--- src/rtl/mux_rr_arbiter4.sv ---
// Round-robin owner arbiter for four requesters sharing one DATA_W-bit channel.
// Define MUX_ARB_TIMEOUT_EN to add the stall counter that forces release of a stuck owner.
module mux_rr_arbiter4 #(
  parameter int DATA_W  = 32,
  parameter int TIMEOUT = 16
) (
  input  logic              clk,
  input  logic              rst,
  input  logic [3:0]        req_i,
  input  logic [3:0]        last_i,
  input  logic [DATA_W-1:0] data0_i,
  input  logic [DATA_W-1:0] data1_i,
  input  logic [DATA_W-1:0] data2_i,
  input  logic [DATA_W-1:0] data3_i,
  output logic [3:0]        gnt_o,
  output logic [3:0]        req_ready_o,
  output logic [1:0]        sel_o,
  output logic              out_valid_o,
  output logic [DATA_W-1:0] out_data_o,
  output logic              out_last_o,
  input  logic              out_ready_i,
  output logic              timeout_o
);

  typedef enum logic {IDLE = 1'b0, OWN = 1'b1} state_t;

  state_t            state_r;
  logic [3:0]        gnt_r;
  logic [1:0]        sel_r;
  logic [1:0]        last_owner_r;
  logic              timeout_r;
  logic              out_valid_s;
  logic              handshake_s;
  logic              release_s;
  logic              force_s;
  logic [2:0]        pick_idle_s;
  logic [2:0]        pick_rel_s;
  logic [DATA_W-1:0] mux_data_s;

  if ((TIMEOUT < 2) || (TIMEOUT > 255)) begin : g_bad_timeout
    $error("mux_rr_arbiter4: TIMEOUT must be in 2..255");
  end

  // Returns {found, index} of the first request at base+1, base+2, base+3, base+4 (mod 4).
  function automatic logic [2:0] rr_pick(input logic [3:0] req, input logic [1:0] base);
    logic [2:0] res;
    logic [1:0] idx;
    res = 3'b000;
    for (int k = 4; k >= 1; k--) begin
      idx = base + 2'(k);
      if (req[idx]) res = {1'b1, idx};
      else          res = res;
    end
    return res;
  endfunction

  function automatic logic [3:0] onehot4(input logic [1:0] idx);
    return 4'b0001 << idx;
  endfunction

  // The released owner is masked out, so it only wins back via IDLE when it is alone.
  assign out_valid_s = ~rst & gnt_r[sel_r] & req_i[sel_r];
  assign handshake_s = out_valid_s & out_ready_i;
  assign release_s   = (handshake_s & last_i[sel_r]) | force_s;
  assign pick_idle_s = rr_pick(req_i, last_owner_r);
  assign pick_rel_s  = rr_pick(req_i & ~gnt_r, sel_r);

  assign gnt_o       = gnt_r;
  assign sel_o       = sel_r;
  assign timeout_o   = timeout_r;
  assign out_valid_o = out_valid_s;
  assign out_last_o  = last_i[sel_r] & out_valid_s;
  assign req_ready_o = gnt_r & {4{out_ready_i & ~rst}};
  assign out_data_o  = mux_data_s;

  // Word mux on the registered owner index, zero while nobody owns the channel.
  always_comb begin
    mux_data_s = {DATA_W{1'b0}};
    if (|gnt_r) begin
      case (sel_r)
        2'd0:    mux_data_s = data0_i;
        2'd1:    mux_data_s = data1_i;
        2'd2:    mux_data_s = data2_i;
        2'd3:    mux_data_s = data3_i;
        default: mux_data_s = {DATA_W{1'b0}};
      endcase
    end else begin
      mux_data_s = {DATA_W{1'b0}};
    end
  end

`ifdef MUX_ARB_TIMEOUT_EN
  logic [7:0] stall_cnt_r;
  logic       stall_phase_r;

  // Stall counter: advances every second OWN cycle, cleared by any beat or ownership change.
  always_ff @(posedge clk) begin
    if (rst || (state_r != OWN) || handshake_s || release_s) begin
      stall_cnt_r   <= 8'd0;
      stall_phase_r <= 1'b0;
    end else begin
      stall_phase_r <= ~stall_phase_r;
      if (stall_phase_r) stall_cnt_r <= stall_cnt_r + 8'd1;
      else               stall_cnt_r <= stall_cnt_r;
    end
  end

  assign force_s = (state_r == OWN) & ~handshake_s & (stall_cnt_r == 8'(TIMEOUT - 1));
`else
  assign force_s = 1'b0;
`endif

  // Ownership FSM: grant registration, release and back-to-back hand-over.
  always_ff @(posedge clk) begin
    if (rst) begin
      state_r      <= IDLE;
      gnt_r        <= 4'b0000;
      sel_r        <= 2'd0;
      last_owner_r <= 2'd3;
      timeout_r    <= 1'b0;
    end else begin
      timeout_r <= 1'b0;
      case (state_r)
        IDLE: begin
          if (pick_idle_s[2]) begin
            gnt_r   <= onehot4(pick_idle_s[1:0]);
            sel_r   <= pick_idle_s[1:0];
            state_r <= OWN;
          end else begin
            gnt_r   <= 4'b0000;
            state_r <= IDLE;
          end
        end
        OWN: begin
          if (release_s) begin
            last_owner_r <= sel_r;
            timeout_r    <= force_s;
            if (pick_rel_s[2]) begin
              gnt_r   <= onehot4(pick_rel_s[1:0]);
              sel_r   <= pick_rel_s[1:0];
              state_r <= OWN;
            end else begin
              gnt_r   <= 4'b0000;
              state_r <= IDLE;
            end
          end else begin
            state_r <= OWN;
          end
        end
        default: begin
          gnt_r   <= 4'b0000;
          state_r <= IDLE;
        end
      endcase
    end
  end

endmodule

--- config.mk ---
export PLATFORM = sky130hd
export DESIGN_NAME = mux_rr_arbiter4
export DESIGN_NICKNAME = d
export VERILOG_FILES = /design/src/rtl/mux_rr_arbiter4.sv
export SDC_FILE = /design/constraint.sdc
export NUM_CORES = 1
export LEC_CHECK = 0
export ABC_AREA = 1
export ABC_CLOCK_PERIOD_IN_PS = 3260
export CAP_MARGIN = 40
export CORE_ASPECT_RATIO = 1.1
export CORE_MARGIN = 5
export CORE_UTILIZATION = 33
export DETAILED_ROUTE_END_ITERATION = 10
export PLACE_DENSITY = 0.9
export SYNTH_ARGS = -nofsm -noshare
export SYNTH_HDL_FRONTEND = slang
export SYNTH_SLANG_ARGS = --single-unit
--- constraint.sdc ---
create_clock -name clk -period 3.26 [get_ports clk]
set_clock_uncertainty 0.2 [all_clocks]
set_input_delay 0.652 -clock clk [delete_from_list [all_inputs] [get_ports clk]]
set_output_delay 0.652 -clock clk [all_outputs]
set_load 0.02 [all_outputs]
Yosys cells after proc, flatten, opt, wreduce, memory -nomap -nowiden
Cells that the tools add are included.
W data, S select, Z words.
- bits in registers: 9
- input bits: 139
- output and inout bits: 45
- word-level logic and storage cells: 85
- add/subtract/negate cells: 6
- $lt $le $gt $ge: 8
- eq/ne operators: 6
- shifts and indexed selects: 2
- muxes and demuxes: 44
- bitwise operators: 11
- reduce and logical (&&, ||, !) cells: 4
- operators with widths (operator ; count):
    $pmux W32 S4 ; 1
    $mux W32 ; 1
    $lt A2 B3 Y1 const B ; 8
    $mux W3 ; 8
    $bmux W1 S2 ; 11
    $mux W1 ; 14
    $mux W4 ; 3
    $add A2 B2 Y2 const B ; 4
    $and A4 B4 Y4 ; 2
    $pmux W4 S2 ; 1
    $shl A1 B2 Y4 const A ; 2
    $and A1 B1 Y1 ; 6
    $mux W2 ; 3
    $add A2 B1 Y2 const B ; 2
    $eq A2 B2 Y1 const B ; 2
    $ne A2 B1 Y1 const B ; 2
    $not A4 Y4 ; 1
    $pmux W2 S2 ; 1
    $reduce_or A4 Y1 ; 1
    $reduce_and A3 Y1 ; 1
    $eq A2 B1 Y1 const B ; 1
    $logic_not A2 Y1 ; 1
    $ne A2 B2 Y1 const B ; 1
    $not A1 Y1 ; 2
    2 further kinds ; 2

Longest topological paths before layout
Gate-level depths: netlist of the first run.
- depth in word-level cells: 12
- depth in mapped cells: 15
- gate-level depth less buffers: 14

Worst setup path before layout of the first run
No wires, ideal clock.
- path kind: register to output
- start point: register sel_r[1], in the netlist sel_o[1]
- end point: output port out_data_o[10]
- data arrival time: 1847 ps
- required time: 2408 ps
- slack: 561 ps
- cell stages (with the launch flop): 8
- path buffers: 2
- cells stage by stage: dfxtp_1 > inv_1 > ha_1 > clkbuf_1 > inv_1 > clkbuf_1 > o21ai_0 > a31oi_1
- cells in the longest elaborated chain, start to end: 3
- elaborated cells between the ends (all ways): 6
- classes of those cells: eq/ne (3); mux (2); reduce/logical (1)
- ends and longest elaborated chain (item ; RTL line ; text):
    from (decl) ; 29 ; logic [1:0] sel_r;
    from (signal assigned) ; 127 ; sel_r <= pick_idle_s[1:0];
    from (signal assigned) ; 140 ; sel_r <= pick_rel_s[1:0];
    $eq A2 B2 Y1, or another cell as far along ; 80 ; case (sel_r)
    $pmux W32 S4 (*) ; 80 ;
    $mux W32 (*) ; 79 ; if (|gnt_r) begin
    to (decl) ; 19 ; output logic [DATA_W-1:0] out_data_o,
Mark *: on every way between the ends. The rest lies on a longest branch, timed or not.

Worst setup path after layout of the first run
- start point: register sel_r[0], in the netlist sel_o[0]
- end point: output port out_data_o[22]
The elaborated chain is that of the path after synthesis.

==> impl_metrics.sql, run 1 <==
INSERT INTO impl_metrics (metric_group, metric, value, unit) VALUES
('logic_synthesis', 'largest_area_contributor_in_the_netlist', 'sky130_fd_sc_hd__nand2_1', ''),
('floorplanning', 'io_pins', '184', ''),
('power_and_ir_drop', 'combPwrFrac', '84.0', '%'),
('clock_network', 'clock-sinks', '9', ''),
('timing', 'final_min_period_over_clock_period', '96.29', '%'),
('floorplanning', 'die_height', '89.28', 'um'),
('logic_synthesis', 'syn-num-nets', '510', ''),
('floorplanning', 'core', '5465', 'sq um'),
('power_and_ir_drop', 'standby_leakage_power', '1.605', 'nW'),
('power_and_ir_drop', 'power.internal', '0.8849', 'mW'),
('worst_setup_path', 'cp_data_required_time', '2.41', 'ns'),
('detailed_routing', 'routed-via-count', '3297', ''),
('power_and_ir_drop', 'power.switching', '0.8944', 'mW'),
('logic_synthesis', 'syn_area', '1886', 'sq um'),
('global_routing', 'leftover_overflow_at_the_end_of_global_routing', '0', ''),
('timing', 'drv_slew', '0', ''),
('timing', 'clock.fmax', '318.6', 'MHz'),
('clock_network', 'cts-htree-levels', '1', ''),
('worst_setup_path', 'cp-start-kind', 'flip-flop', ''),
('logic_synthesis', 'synth.top_cells.by_count', 'sky130_fd_sc_hd__nand2_1 (126), sky130_fd_sc_hd__o21ai_0 (38), sky130_fd_sc_hd__a21oi_1 (37)', ''),
('logic_synthesis', 'synth.lib_cells_used.distinct', '25', ''),
('clock_network', 'clockBufferDepth', '2', ''),
('flow_run', 'maxCapViolCount', '0', ''),
('timing', 'finalHoldViolations', '0', ''),
('power_and_ir_drop', 'total_power_divided_by_cell_area', '457.7', 'nW/um^2'),
('global_routing', 'grt.total_usage', '27.36', '%'),
('power_and_ir_drop', 'switching_share', '50.27', '%'),
('timing', 'hold_ws', '0.4166', 'ns'),
('logic_synthesis', 'synth-async-reset-ratio', '0', '%'),
('worst_setup_path', 'path_cells', 'inv_2, buf_4, ha_1, buf_6, a21oi_1, a31oi_1, clkdlybuf4s50_1', ''),
('clock_network', 'worst_setup_hold_path_clk_slew', '0.05', 'ns'),
('detailed_routing', 'detail_route.first_pass.iterations', '4', ''),
('worst_setup_path', 'endpoint_kind', 'primary output', ''),
('detailed_routing', 'antenna_violating_nets_post_route', '0', ''),
('floorplanning', 'design.die.area', '7327', 'sq um'),
('finish', 'register_area', '180.2', 'sq um'),
('finish', 'post_route_cells_drive_above_1_share', '8.044', '%'),
('global_routing', 'via_count_of_the_first_global_routing_pass', '3053', ''),
('logic_synthesis', 'number_of_register_bits_inferred_by_synthesis', '9', ''),
('worst_setup_path', 'cpPeakStageDelay', '0.65', 'ns'),
('detailed_routing', 'routed_wire_length', '10980', 'um'),
('finish', 'antenna_cells_inserted', '0', ''),
('clock_network', 'post_cts_hold_buffer_count', '0', ''),
('logic_synthesis', 'synthDominantCellAreaShare', '25.08', '%'),
('floorplanning', 'num_rows', '28', ''),
('clock_network', 'cts_tree', 'built', ''),
('logic_synthesis', 'synth_enable_flop_cells', '0', ''),
('timing', 'final_critical_path_setup_slack', '0.1208', 'ns'),
('detailed_routing', 'avgViaCountPerCell', '5.301', ''),
('logic_synthesis', 'synth-seq-area-share', '9.555', '%'),
('clock_network', 'num_cts_buffers', '3', ''),
('logic_synthesis', 'synth-warning-count', '0', ''),
('clock_network', 'clockRootBuffer', 'sky130_fd_sc_hd__clkbuf_8', ''),
('logic_synthesis', 'synth.area.top_cells', 'sky130_fd_sc_hd__nand2_1 (25%), sky130_fd_sc_hd__a31oi_1 (11%), sky130_fd_sc_hd__o21ai_0 (10%), sky130_fd_sc_hd__a21oi_1 (9.8%), sky130_fd_sc_hd__dfxtp_1 (9.6%)', ''),
('finish', 'post_route_cell_area', '3887', 'sq um'),
('logic_synthesis', 'netlist_instances', '367', ''),
('min_path', 'holdCritPathClass', 'reg -> reg', ''),
('floorplanning', 'die_width', '82.07', 'um'),
('placement', 'post_dp_cell_area', '3830', 'sq um'),
('detailed_routing', 'drcViolationCount', '0', ''),
('worst_setup_path', 'arrival_time_of_data_at_the_critical_path_endpoint', '2.29', 'ns'),
('detailed_routing', 'routed_wire_length_per_instance', '17.65', 'um'),
('global_routing', 'grt_first_pass_wirelength', '15520', 'um'),
('floorplanning', 'floorplan.initialDensity', '34.50', '%'),
('clock_network', 'clkLatencyLatePin', '0.24', 'ns'),
('finish', 'util_after_layout', '71.13', '%'),
('timing', 'setup-violations-final', '0', ''),
('finish', 'fill_cells', '456', ''),
('run_status', 'outcome', 'finished, final reports clean', ''),
('finish', 'finalNonFillerCells', '622', ''),
('worst_setup_path', 'crit_path_max_fanout', '19', '');
## state kept, by name, summed over array words and instances, names as in the netlist
name and flops:
state_r 1, last_owner_r 2, gnt_o 4, sel_o 2
## logic make-up after synthesis
logic type	share of synthesized area, %
DFF	9.555
AOI/OAI and AO/OA	32.18
other	0.1989
buffers and inverters	11.48
and+or+nand+nor	43.93
adders and majority gates	2.654
## per-layer routing
metal  up-vias  global-route usage (%)  part of all wire (%)
li1       1592                       -                     -
met1      1508                   30.22                    35
met2       180                   48.57                    50
met3        17                   10.99                    13
met4         0                   6.949                   1.7
met5         -                       0                     0
## final timing paths
kind / from / to / slack [ns] / depth (start not counted)
max: sel_o[0] / out_data_o[22] / 0.12 / 7
min: gnt_o[1] / gnt_o[1] / 0.42 / 2
max reg2reg: sel_o[0] / sel_o[1] / 1.39 / 12
min reg2reg: gnt_o[1] / gnt_o[1] / 0.42 / 2
## power groups by stage
stage / combinational, mW / sequential, mW / clock [mW]
6_report: 1.50 / 0.147 / 0.137
3_5_place_dp: 1.47 / 0.148 / 0
4_1_cts: 1.48 / 0.146 / 0.135
5_1_grt: 1.60 / 0.148 / 0.146
2_1_floorplan: 0.763 / 0.162 / 0
3_3_place_gp: 1.45 / 0.148 / 0
## critical path: cells and delay by family, from the launching register on
family / cells / cell delay, ns
AO/OA/AOI/OAI: 2 / 0.31
buffers and inverters: 4 / 1.10
flip-flops: 1 / 0.34
adder cells (fa/ha/maj): 1 / 0.29
## cell type report
class | instances | area share, %
timing repair buffer | 198 | 50.43
multi-input combinational | 306 | 38.30
sequential | 9 | 4.635
inverter | 30 | 3.058
tap | 75 | 2.414
clock buffer | 4 | 1.159
## placed cells by master, fill, tap and decap left out, drive strengths merged, types with 9 or more instances in the layout
| cell | netlist | final |
|---|---|---|
| a21oi | 37 | 37 |
| a31oi | 33 | 33 |
| nand2 | 136 | 136 |
| inv | 29 | 28 |
| dfxtp | 9 | 9 |
| nor2 | 22 | 22 |
| o21ai | 40 | 40 |
| clkdlybuf4s50 | 0 | 179 |
| nand3 | 28 | 28 |
| buf | 3 | 17 |
## repair_timing
item / in CTS / in global routing
gates resized for setup: 0 / 4
buffers inserted: 0 / 0
setup endpoints to repair: 0 / 20
endpoints found under the hold margin: 0 / 0
Note: power is estimated with default switching activity, not from simulation.
==> inputs of run 2 (changes only) <==
CORE_MARGIN = 4   (was 5)
==> run 2 against run 1 <==
Compared with the run above: via count grew 1.5%; hold slack lost 0.011 ns; non-clock buffer count increased by 5; sequential share of layout area decreased by 0.055 points; clock power hardly changed; sequential power down 4%; fmax shrank 1.3%; final area is 1.2% higher; global-route usage rose by 0.89 points; largest power group unchanged.
==> impl_metrics.sql, run 2 (synthesized netlist as in run 1, its figures left out) <==
INSERT INTO impl_metrics (metric_group, metric, value, unit) VALUES
('worst_setup_path', 'slowest_cell_on_crit_path', 'sky130_fd_sc_hd__clkdlybuf4s50_1', ''),
('clock_network', 'cts_tree', 'built', ''),
('power_and_ir_drop', 'p_total', '1.817', 'mW'),
('flow_run', 'maxCapViolCount', '0', ''),
('placement', 'dp_hpwl', '8656', 'um'),
('timing', 'drv_slew', '0', ''),
('floorplanning', 'die_height', '87.28', 'um'),
('worst_setup_path', 'endpoint_kind', 'primary output', ''),
('global_routing', 'via_count_of_the_first_global_routing_pass', '3139', ''),
('detailed_routing', 'avgViaCountPerCell', '5.335', ''),
('finish', 'areaGrowthSynthToFinish', '108.6', '%'),
('power_and_ir_drop', 'irDropWorstVdd', '292.7', 'uV'),
('floorplanning', 'floorplan.initialDensity', '34.50', '%'),
('finish', 'antenna_cells_inserted', '0', ''),
('finish', 'layout_commonest_cell', 'sky130_fd_sc_hd__clkdlybuf4s50_1', ''),
('clock_network', 'post_cts_hold_buffer_count', '0', ''),
('timing', 'setup-violations-final', '0', ''),
('worst_setup_path', 'cp-start-kind', 'flip-flop', ''),
('timing', 'clock.fmax', '314.5', 'MHz'),
('timing', 'grt_setup_unrepaired', 'no', ''),
('timing', 'final_critical_path_setup_slack', '0.08053', 'ns'),
('finish', 'multi_input_comb_area', '1489', 'sq um'),
('detailed_routing', 'drt-initial-drc-count', '163', ''),
('finish', 'post_route_cells_drive_above_1_share', '8.696', '%'),
('placement', 'buffer_ports.inserted', '182', ''),
('finish', 'final_cell_mix', 'sky130_fd_sc_hd__clkdlybuf4s50_1 (181), sky130_fd_sc_hd__nand2_1 (126), sky130_fd_sc_hd__o21ai_0 (38)', ''),
('finish', 'post_route_cell_area', '3934', 'sq um'),
('worst_setup_path', 'cp_data_required_time', '2.41', 'ns'),
('placement', 'gp_routability_congestion', '0.9418', ''),
('clock_network', 'clock-sinks', '9', ''),
('detailed_routing', 'routed_wire_length', '10900', 'um'),
('placement', 'post_dp_cell_area', '3847', 'sq um'),
('detailed_routing', 'detail_route.first_pass.iterations', '6', ''),
('global_routing', 'leftover_overflow_at_the_end_of_global_routing', '0', ''),
('clock_network', 'cts-htree-levels', '1', ''),
('timing', 'hold_ws', '0.4058', 'ns'),
('floorplanning', 'design.die.area', '6989', 'sq um'),
('finish', 'register_area', '180.2', 'sq um'),
('worst_setup_path', 'crit_path_max_fanout', '32', ''),
('worst_setup_path', 'path_cells', 'inv_2, ha_1, buf_6, a21oi_1, a31oi_1, clkdlybuf4s50_1', ''),
('floorplanning', 'core', '5465', 'sq um'),
('clock_network', 'worst_setup_hold_path_clk_slew', '0.05', 'ns'),
('finish', 'finalNonFillerCells', '627', ''),
('finish', 'util_after_layout', '71.98', '%'),
('placement', 'place.detailed.instances', '620', ''),
('detailed_routing', 'routed-via-count', '3345', ''),
('power_and_ir_drop', 'total_power_divided_by_cell_area', '462.0', 'nW/um^2'),
('floorplanning', 'io_pins', '184', ''),
('worst_setup_path', 'criticalPathCategory', 'reg -> out', ''),
('finish', 'largest_register_ffs', '4', ''),
('global_routing', 'grt.total_usage', '28.25', '%'),
('finish', 'fill_cells', '471', ''),
('global_routing', 'antenna_found_initial', '0', ''),
('clock_network', 'clkLatencyLatePin', '0.24', 'ns'),
('worst_setup_path', 'arrival_time_of_data_at_the_critical_path_endpoint', '2.33', 'ns'),
('timing', 'setup-tns-final', '0', 'ns'),
('finish', 'fin_nets', '696', ''),
('worst_setup_path', 'cpPeakStageDelay', '0.68', 'ns'),
('min_path', 'holdCritPathClass', 'reg -> reg', ''),
('detailed_routing', 'drcViolationCount', '0', ''),
('detailed_routing', 'routed_wire_length_per_instance', '17.38', 'um'),
('clock_network', 'num_cts_buffers', '3', ''),
('timing', 'final_min_period_over_clock_period', '97.53', '%'),
('worst_setup_path', 'r2r_slack', '1.29', 'ns'),
('global_routing', 'grt_start_max_net_pins', '33', ''),
('timing', 'period_needed', '3.179', 'ns'),
('detailed_routing', 'antenna_violating_nets_post_route', '0', ''),
('floorplanning', 'die_width', '80.07', 'um'),
('placement', 'place_worst_setup_slack', '0.1761', 'ns'),
('run_status', 'outcome', 'finished, final reports clean', ''),
('global_routing', 'grt_first_pass_wirelength', '15640', 'um'),
('floorplanning', 'num_rows', '28', ''),
('power_and_ir_drop', 'standby_leakage_power', '1.625', 'nW'),
('timing', 'finalHoldViolations', '0', ''),
('clock_network', 'clockBufferDepth', '2', ''),
('clock_network', 'clockRootBuffer', 'sky130_fd_sc_hd__clkbuf_8', '');
==> run 2: cell type report <==
type	count	area share, %
tap	75	2.385
sequential	9	4.580
timing repair buffer	203	51.11
inverter	30	2.926
multi-input combinational	306	37.85
clock buffer	4	1.145
==> run 2: routing by layer <==
metal,up-vias,global-route usage (%),part of all wire (%)
li1,1601,-,-
met5,-,0,0
met2,200,48.64,49
met3,24,8.282,11
met4,0,9.831,2.5
met1,1520,33.11,37
==> run 2: path summary, 6_finish.rpt <==
kind,start,to,cells past startpoint
setup / recovery,sel_o[0],out_data_o[26],6
hold / removal,gnt_o[1],gnt_o[1],2
setup reg to reg,sel_o[0],sel_o[1],12
hold reg to reg,gnt_o[1],gnt_o[1],2
==> run 2: critical path: cells and delay by family, from the launching register on <==
kind	cells	cell delay, ns
DFF	1	0.31
buffers and inverters	3	1.13
adders and majority gates	1	0.23
AOI/OAI and AO/OA	2	0.41
==> run 2: power breakdown <==
part           internal (mW)  total, mW  switching (mW)  leakage, nW
clock                 0.0856      0.134          0.0481       0.0228
sequential             0.126      0.141          0.0150       0.0743
combinational          0.705       1.54           0.839         1.53
==> run 2: repair_timing <==
item / CTS / global route
endpoints found under the setup margin: 0 / 28
resized for setup: 0 / 3
setup buffers: 0 / 3
==> inputs of run 3 (changes only) <==
PLACE_DENSITY = 0.93   (was 0.9)
==> run 3 against run 2 <==
Compared with the run above: global-route usage grew 0.17 points; combinational power down 5%; final cell count down 0.80%; setup slack better by 0.060 ns; register-to-register slack improved by 0.09 ns; final area decreased by 0.86%; utilization decreased by 0.62 points; die area is the same; critical path type unchanged; critical endpoint is now out_data_o[31]; largest cell class unchanged.
==> impl_metrics.sql, run 3 (synthesized netlist as in run 1, its figures left out) <==
INSERT INTO impl_metrics (metric_group, metric, value, unit) VALUES
('clock_network', 'cts-htree-levels', '1', ''),
('placement', 'post_dp_cell_area', '3832', 'sq um'),
('detailed_routing', 'antenna_violating_nets_post_route', '0', ''),
('floorplanning', 'io_pins', '184', ''),
('worst_setup_path', 'cp_data_required_time', '2.41', 'ns'),
('detailed_routing', 'routed_wire_length', '10610', 'um'),
('power_and_ir_drop', 'p_total', '1.745', 'mW'),
('floorplanning', 'core', '5465', 'sq um'),
('floorplanning', 'design.die.area', '6989', 'sq um'),
('power_and_ir_drop', 'share_seq_of_total_power', '8.4', '%'),
('power_and_ir_drop', 'power.switching', '0.8800', 'mW'),
('finish', 'fin_nets', '691', ''),
('floorplanning', 'floorplan.initialDensity', '34.50', '%'),
('power_and_ir_drop', 'combPwrFrac', '83.6', '%'),
('power_and_ir_drop', 'irDropWorstVdd', '364.4', 'uV'),
('floorplanning', 'num_rows', '28', ''),
('timing', 'drv_slew', '0', ''),
('finish', 'final_cell_mix', 'sky130_fd_sc_hd__clkdlybuf4s50_1 (173), sky130_fd_sc_hd__nand2_1 (126), sky130_fd_sc_hd__o21ai_0 (38)', ''),
('clock_network', 'post_cts_hold_buffer_count', '0', ''),
('worst_setup_path', 'criticalPathCategory', 'reg -> out', ''),
('clock_network', 'clkLatencyLatePin', '0.24', 'ns'),
('timing', 'grt_setup_unrepaired', 'no', ''),
('timing', 'clock.fmax', '320.6', 'MHz'),
('worst_setup_path', 'crit_path_max_fanout', '32', ''),
('power_and_ir_drop', 'power.internal', '0.8653', 'mW'),
('finish', 'finalNonFillerCells', '622', ''),
('global_routing', 'leftover_overflow_at_the_end_of_global_routing', '0', ''),
('finish', 'post_route_cells_drive_above_1_share', '7.678', '%'),
('run_status', 'outcome', 'finished, final reports clean', ''),
('floorplanning', 'die_width', '80.07', 'um'),
('placement', 'dp_hpwl', '8371', 'um'),
('flow_run', 'maxCapViolCount', '0', ''),
('finish', 'layout_commonest_cell', 'sky130_fd_sc_hd__clkdlybuf4s50_1', ''),
('finish', 'post_route_cell_area', '3900', 'sq um'),
('worst_setup_path', 'arrival_time_of_data_at_the_critical_path_endpoint', '2.27', 'ns'),
('finish', 'areaGrowthSynthToFinish', '106.8', '%'),
('detailed_routing', 'routed_wire_length_per_instance', '17.06', 'um'),
('timing', 'final_min_period_over_clock_period', '95.69', '%'),
('clock_network', 'cts_tree', 'built', ''),
('placement', 'buffer_ports.inserted', '182', ''),
('timing', 'setup-tns-final', '0', 'ns'),
('detailed_routing', 'detail_route.first_pass.iterations', '4', ''),
('placement', 'gp_routability_congestion', '0.9132', ''),
('clock_network', 'clockRootBuffer', 'sky130_fd_sc_hd__clkbuf_8', ''),
('placement', 'place.detailed.instances', '618', ''),
('power_and_ir_drop', 'total_power_divided_by_cell_area', '447.5', 'nW/um^2'),
('power_and_ir_drop', 'clock_power_share', '8.0', '%'),
('worst_setup_path', 'endpoint_kind', 'primary output', ''),
('clock_network', 'clockBufferDepth', '2', ''),
('power_and_ir_drop', 'standby_leakage_power', '1.704', 'nW'),
('min_path', 'holdCritPathClass', 'reg -> reg', ''),
('finish', 'util_after_layout', '71.36', '%'),
('clock_network', 'worst_setup_hold_path_clk_slew', '0.05', 'ns'),
('power_and_ir_drop', 'switching_share', '50.42', '%'),
('clock_network', 'clock-sinks', '9', ''),
('timing', 'setup-violations-final', '0', ''),
('finish', 'antenna_cells_inserted', '0', ''),
('clock_network', 'num_cts_buffers', '3', ''),
('global_routing', 'grt.total_usage', '28.42', '%'),
('global_routing', 'antenna_found_initial', '1', ''),
('global_routing', 'grt_first_pass_wirelength', '15800', 'um'),
('detailed_routing', 'drcViolationCount', '0', ''),
('floorplanning', 'die_height', '87.28', 'um'),
('worst_setup_path', 'cp-start-kind', 'flip-flop', ''),
('finish', 'largest_register_ffs', '4', ''),
('detailed_routing', 'avgViaCountPerCell', '5.191', ''),
('global_routing', 'grt_start_max_net_pins', '33', ''),
('timing', 'period_needed', '3.119', 'ns'),
('timing', 'finalHoldViolations', '0', ''),
('detailed_routing', 'drt-initial-drc-count', '127', ''),
('global_routing', 'via_count_of_the_first_global_routing_pass', '3152', ''),
('detailed_routing', 'routed-via-count', '3229', '');
[run 3: cell count changes in the layout (fill, tap and decap cells not counted), sizes merged]
cell	delta
clkdlybuf4s50	-8
dlymetal6s2s	+8
buf	-5
[run 3: metrics by stage]
| step | worst slack (ns) | hold WS [ns] |
|---|---|---|
| after floorplan | 0.5612 | 0.3650 |
| after global placement | 0.2392 | 0.3564 |
| after detailed placement | 0.2603 | 0.3589 |
| after CTS | 0.02923 | 0.3695 |
| after global routing | 0.004790 | 0.4105 |
| final | 0.1406 | 0.3723 |
[run 3: timing repair]
action | CTS | global route
resized for setup | 0 | 9
endpoints found under the setup margin | 0 | 9
buffers inserted | 0 | 0
[run 3: power by group through the flow]
| stage | Clock, mW | Combinational (mW) | Sequential, mW |
|---|---|---|---|
| detailed placement | 0 | 1.45 | 0.149 |
| global route | 0.148 | 1.57 | 0.149 |
| CTS | 0.143 | 1.46 | 0.147 |
| floorplan | 0 | 0.763 | 0.162 |
| finish | 0.139 | 1.46 | 0.147 |
| global placement | 0 | 1.43 | 0.149 |
[run 3: path summary, 6_finish.rpt]
check                           slack, ns  cells after the start     start               to
worst max register to register       1.38                     12  sel_o[1]         gnt_o[1]
worst max-delay path                 0.14                      6  sel_o[1]   out_data_o[31]
worst min register to register       0.37                      2  sel_o[1]  last_owner_r[1]
worst min-delay path                 0.37                      2  sel_o[1]  last_owner_r[1]
[run 3: area by class of cell]
type                            count  area, sq um
Clock buffer                        4        45.04
Multi-Input combinational cell    306         1489
Tap cell                           75        93.84
Sequential cell                     9        180.2
Inverter                           30        115.1
Fill cell                         463         1565
Timing Repair Buffer              198         1977
[run 3: layer usage]
| metal | track usage, % | share of wire [%] | up-vias |
|---|---|---|---|
| li1 | - | - | 1592 |
| met1 | 32.86 | 38 | 1466 |
| met2 | 50.23 | 49 | 144 |
| met3 | 6.936 | 9.6 | 25 |
| met4 | 10.45 | 3.2 | 2 |
| met5 | 0 | 0.11 | - |
[run 3: critical path, cell delays in order (launching register included)]
cell and delay (ns):
sky130_fd_sc_hd__dfxtp_1 0.35, sky130_fd_sc_hd__inv_1 0.16, sky130_fd_sc_hd__ha_1 0.19, sky130_fd_sc_hd__buf_4 0.34, sky130_fd_sc_hd__a21oi_1 0.08, sky130_fd_sc_hd__a31oi_1 0.23, sky130_fd_sc_hd__clkdlybuf4s50_1 0.66
